===== config.mk =====
export PLATFORM = sky130hd
export DESIGN_NAME = configurable_sequential_multiplicator
export DESIGN_NICKNAME = d
export VERILOG_FILES = /design/src/rtl/configurable_sequential_multiplicator.sv
export SDC_FILE = /design/constraint.sdc
export NUM_CORES = 1
export LEC_CHECK = 0
export ABC_AREA = 0
export CORE_AREA = 2 2 78 80
export CTS_BUF_LIST = sky130_fd_sc_hd__clkbuf_8
export DETAILED_ROUTE_END_ITERATION = 8
export DIE_AREA = 0 0 80 82
export GPL_TIMING_DRIVEN = 0
export PLACE_DENSITY = 0.86
export SYNTH_ARGS = -nofsm -noshare
export SYNTH_HDL_FRONTEND = slang
export SYNTH_SLANG_ARGS = --single-unit
export TNS_END_PERCENT = 5

===== constraint.sdc =====
create_clock -name clock -period 3 [get_ports clock]
set_input_delay 0.6 -clock clock [delete_from_list [all_inputs] [get_ports clock]]
set_output_delay 0.6 -clock clock [all_outputs]
set_load 0.02 [all_outputs]

===== src/rtl/configurable_sequential_multiplicator.sv =====
// Shift-add sequential multiplier with run-time signed/unsigned selection.
// One product per WIDTH+1 clocks, busy/done handshake and overflow flag.
module configurable_sequential_multiplicator #(
    parameter int WIDTH = 8
) (
    input  logic                 clock,
    input  logic                 reset_in,
    input  logic                 start_in,
    input  logic                 signed_in,
    input  logic [WIDTH-1:0]     multiplicand_in,
    input  logic [WIDTH-1:0]     multiplier_in,
    output logic [2*WIDTH-1:0]   product_out,
    output logic                 overflow_out,
    output logic                 done_out,
    output logic                 busy_out
);

    localparam int CW = $clog2(WIDTH + 1);

    typedef enum logic [1:0] {
        IDLE,
        RUN,
        FIX,
        DONE
    } state_t;

    state_t            r_state;
    logic [WIDTH-1:0]  r_mnd;
    logic [WIDTH-1:0]  r_acc;
    logic [WIDTH-1:0]  r_mtr;
    logic              r_neg;
    logic              r_signed;
    logic [CW-1:0]     r_count;

    logic [WIDTH-1:0]   w_mnd_abs;
    logic [WIDTH-1:0]   w_mtr_abs;
    logic [WIDTH-1:0]   w_addend;
    logic [WIDTH:0]     w_sum;
    logic [2*WIDTH-1:0] w_mag;
    logic [2*WIDTH-1:0] w_product;
    logic [WIDTH:0]     w_upper_s;
    logic               w_overflow;
    logic               w_accept;

    // Magnitudes of -2^(WIDTH-1) wrap to 2^(WIDTH-1), which is still correct unsigned.
    assign w_mnd_abs = (signed_in && multiplicand_in[WIDTH-1]) ? -multiplicand_in : multiplicand_in;
    assign w_mtr_abs = (signed_in && multiplier_in[WIDTH-1])   ? -multiplier_in   : multiplier_in;

    assign w_addend  = r_mtr[0] ? r_mnd : '0;
    assign w_sum     = {1'b0, r_acc} + {1'b0, w_addend};

    assign w_mag     = {r_acc, r_mtr};
    assign w_product = r_neg ? -w_mag : w_mag;

    // Signed result fits WIDTH bits only if the upper half is a pure sign extension.
    assign w_upper_s  = w_product[2*WIDTH-1:WIDTH-1];
    assign w_overflow = r_signed ? !((&w_upper_s) || !(|w_upper_s))
                                 : (|w_product[2*WIDTH-1:WIDTH]);

    assign w_accept = start_in && ((r_state == IDLE) || (r_state == DONE));

    always_ff @(posedge clock or posedge reset_in) begin
        if (reset_in) begin
            r_state      <= IDLE;
            r_mnd        <= '0;
            r_acc        <= '0;
            r_mtr        <= '0;
            r_neg        <= 1'b0;
            r_signed     <= 1'b0;
            r_count      <= '0;
            product_out  <= '0;
            overflow_out <= 1'b0;
            done_out     <= 1'b0;
            busy_out     <= 1'b0;
        end else begin
            case (r_state)
                IDLE, DONE: begin
                    if (w_accept) begin
                        r_mnd    <= w_mnd_abs;
                        r_mtr    <= w_mtr_abs;
                        r_acc    <= '0;
                        r_count  <= '0;
                        r_signed <= signed_in;
                        r_neg    <= signed_in && (multiplicand_in[WIDTH-1] ^ multiplier_in[WIDTH-1]);
                        done_out <= 1'b0;
                        busy_out <= 1'b1;
                        r_state  <= RUN;
                    end
                end
                RUN: begin
                    // Shift {carry, acc, mtr} right; the consumed multiplier bit falls off.
                    r_acc   <= w_sum[WIDTH:1];
                    r_mtr   <= {w_sum[0], r_mtr[WIDTH-1:1]};
                    r_count <= r_count + 1'b1;
                    if (r_count == CW'(WIDTH - 1)) begin
                        r_state <= FIX;
                    end
                end
                FIX: begin
                    product_out  <= w_product;
                    overflow_out <= w_overflow;
                    done_out     <= 1'b1;
                    busy_out     <= 1'b0;
                    r_state      <= DONE;
                end
                default: begin
                    r_state <= IDLE;
                end
            endcase
        end
    end

endmodule


==> impl_metrics.csv <==
group,metric,value,unit
cts,clkSinkCount,51,
critical_path,critPathCaptureType,"flip-flop",
timing,finalCriticalPeriod,2.73,ns
global_route,track_usage,22.6,%
timing,fin_skew,0.0125,ns
placement,place_ws,0.296,ns
routing,wire_per_inst,14.1,um
critical_path,r2r_start,"r_mtr[0]$_DFFE_PP0P_",
synthesis,yosys_warnings,0,
final_layout,final_nets,447,
routing,ant_nets,0,
global_route,grt_pass1_vias,2512,
final_layout,synthToLayoutAreaGrowth,17.9,%
timing,rsz0062_at_grt,"no",
final_layout,layout_commonest_cell,"dfrtp_1",
power_and_ir_drop,p_leak,1.63,nW
routing,vias,2730,
timing,slew_viol_final,0,
synthesis,ys.flop_type,"dfrtp_1",
timing,finalSetupViolations,0,
die,row_count,28,
cts,clk_pin_slew,0.10,ns
synthesis,synth_area,3200,um^2
critical_path,cp.required,3.20,ns
routing,vias_per_cell,5.61,
timing,fin_ws,0.270,ns
cts,post_cts_buffers,0,
critical_path,crit_fanout,10,
synthesis,yosysSeqAreaShare,39.9,%
timing,worst_pin_slew,0.684,ns
power_and_ir_drop,powerDensity,978,nW/um^2
status,status,"completed",
cts,cts_made_buffers,5,
power_and_ir_drop,max-vdd-ir-drop,0.494,mV
final_layout,layout_common_cells,"dfrtp_1, nand2_1, clkdlybuf4s50_1",
synthesis,ys_async_sr_fraction,100,%
global_route,grt_overflow,0,
timing,fmax,0.366,GHz
critical_path,crit_arrival,2.93,ns
placement,dpl-instance-area,3680,um^2
global_route,grt_max_degree,37,
routing,first_pass_iters,4,
critical_path,critPathLaunchType,"flip-flop",
die,pin_count,39,
cts,cts_hold_buf,0,
placement,dp_hpwl,5290,um
timing,setup_tns,0,ns
timing,hold_viol_final,0,
hold_path,hold_path.class,"flip-flop to flip-flop",
final_layout,final_layout_size_suffix_gt1_share,5.58,%
timing,maxSlewHeadroom,54.1,%
synthesis,synth_cell_type_count,54,
die,initial_utilization,55.6,%
placement,io_buffer_count,37,
run,cap_violations,0,
routing,routed_wl,6850,um
cts,htree_levels,2,
synthesis,postSynthCellCount,366,
placement,gp_congestion,0.891,
routing,drtIter0Drc,180,
die,die-area,6560,um^2
cts,cts_root_buf,"clkbuf_8",
global_route,grt_pass1_wl,11600,um
final_layout,fin_area,3770,um^2
critical_path,critPathLaunch,"r_mtr[0]$_DFFE_PP0P_",
cts,clock_path_buffers,2,
die,die_w,80,um
final_layout,n_antenna_cell,0,
cts,clk_latency,0.31,ns
hold_path,hp-start,"r_mnd[2]$_DFFE_PP0P_",
synthesis,syn_nets,402,
die,die_h,82,um
cts,post_cts_resized,0,
synthesis,synth_seq_cells,51,
critical_path,worstSetupPathType,"flip-flop to flip-flop",
synthesis,synth_edf_count,0,
global_route,antenna_found_initial,0,
timing,period_share,91.0,%
die,core_area,5750,um^2
routing,drc_errors,0,
cts,cts_tree,"built",
synthesis,syn_avg_cell_area,8.73,um^2
## through the flow
stage	utilization, %	hold slack (ns)	total power [mW]	instances
CTS	65.6	0.488	3.69	487
detailed placement	64.1	0.467	3.28	479
global route	65.6	0.517	3.99	487
finish	65.6	0.481	3.69	487
global placement	63.7	0.453	3.19	478
floorplan	-	0.442	2.62	366
## routing by layer
layer / global-route usage (%) / share of wire [%] / vias up / wire, um
met1: 29.2 / 44 / 1259 / 3040
met5: 0 / 0 / - / 0
met4: 6.44 / 1.3 / 0 / 88
met3: 3.52 / 4.9 / 9 / 337
li1: - / - / 1378 / -
met2: 39.4 / 49 / 84 / 3380
## worst paths after layout
check,slack (ns),depth (start not counted),end
worst min-delay path,0.48,2,r_mnd[2]$_DFFE_PP0P_
min in group asynchronous,0.57,2,product_out[1]$_DFFE_PP0P_
max in group asynchronous,1.94,3,r_neg$_DFFE_PP0P_
worst min register to register,0.48,2,r_mnd[2]$_DFFE_PP0P_
worst max-delay path,0.27,11,r_acc[5]$_DFFE_PP0P_
worst max register to register,0.27,11,r_acc[5]$_DFFE_PP0P_
## cell type report
type                       count  area [um^2]
clock buffer                   5         68.8
fill                         498         1980
timing repair buffer          38          390
buffer                        22         95.1
tap                           75         93.8
inverter                      21         78.8
multi-input combinational    272         1750
clock inverter                 3         20.0
sequential                    51         1280
## report_power, final
part	switching, mW	total [mW]	internal [mW]
Sequential	0.200	1.18	0.979
Clock	0.234	0.399	0.165
Combinational	1.25	2.11	0.863
Total	1.68	3.69	2.01
## state kept, by name, summed over array words and instances (netlist names)
signal / count
product_out: 16
r_acc: 8
r_mnd: 8
r_mtr: 8
r_count: 4
r_state: 2
busy_out: 1
done_out: 1
overflow_out: 1
r_neg: 1
r_signed: 1
## cells in the mapped netlist (2+ instances only)
| master | count | area share (%) |
|---|---|---|
| dfrtp_1 | 51 | 40 |
| nand2_1 | 40 | 4.7 |
| a21oi_1 | 33 | 5.2 |
| nor2_1 | 31 | 3.6 |
| o21ai_0 | 31 | 4.9 |
| inv_1 | 20 | 2.3 |
| clkbuf_1 | 19 | 2.2 |
| xnor2_1 | 16 | 4.4 |
| ha_1 | 15 | 5.9 |
| xor2_1 | 10 | 2.7 |
| nand3_1 | 9 | 1.4 |
| and2_1 | 8 | 1.6 |
| a31oi_1 | 7 | 1.4 |
| nor3_1 | 6 | 0.94 |
| o31ai_1 | 6 | 1.4 |
| or3_1 | 6 | 1.2 |
| mux2i_1 | 5 | 1.6 |
| mux2_2 | 4 | 1.4 |
| or4_1 | 4 | 0.94 |
| a22o_1 | 3 | 0.82 |
| nor2b_1 | 3 | 0.59 |
| a21o_1 | 2 | 0.47 |
| and3_1 | 2 | 0.39 |
| nand2b_1 | 2 | 0.39 |
| nand4_1 | 2 | 0.39 |
| nor3b_1 | 2 | 0.47 |
| o41ai_1 | 2 | 0.55 |
## critical path, cell delays in order (launching register included)
cell and delay (ns):
dfrtp_1 0.41, clkbuf_1 0.31, and2_1 0.18, ha_1 0.16, inv_1 0.06, fa_1 0.40, nor2b_1 0.11, o21ai_0 0.10
a21boi_0 0.30, o21a_1 0.18, o21ai_0 0.12, a32o_1 0.28
## logic make-up after synthesis
| logic type | Yosys count | synth area share (%) |
|---|---|---|
| xor gates and xnor gates | 26 | 7.12 |
| muxes | 10 | 3.44 |
| and+or+nand+nor | 122 | 19.1 |
| AOI/OAI and AO/OA | 98 | 18.5 |
| DFF | 51 | 39.9 |
| adders and majority gates | 16 | 6.50 |
| buffers and inverters | 43 | 5.44 |
(Power assumes the default switching activity.)
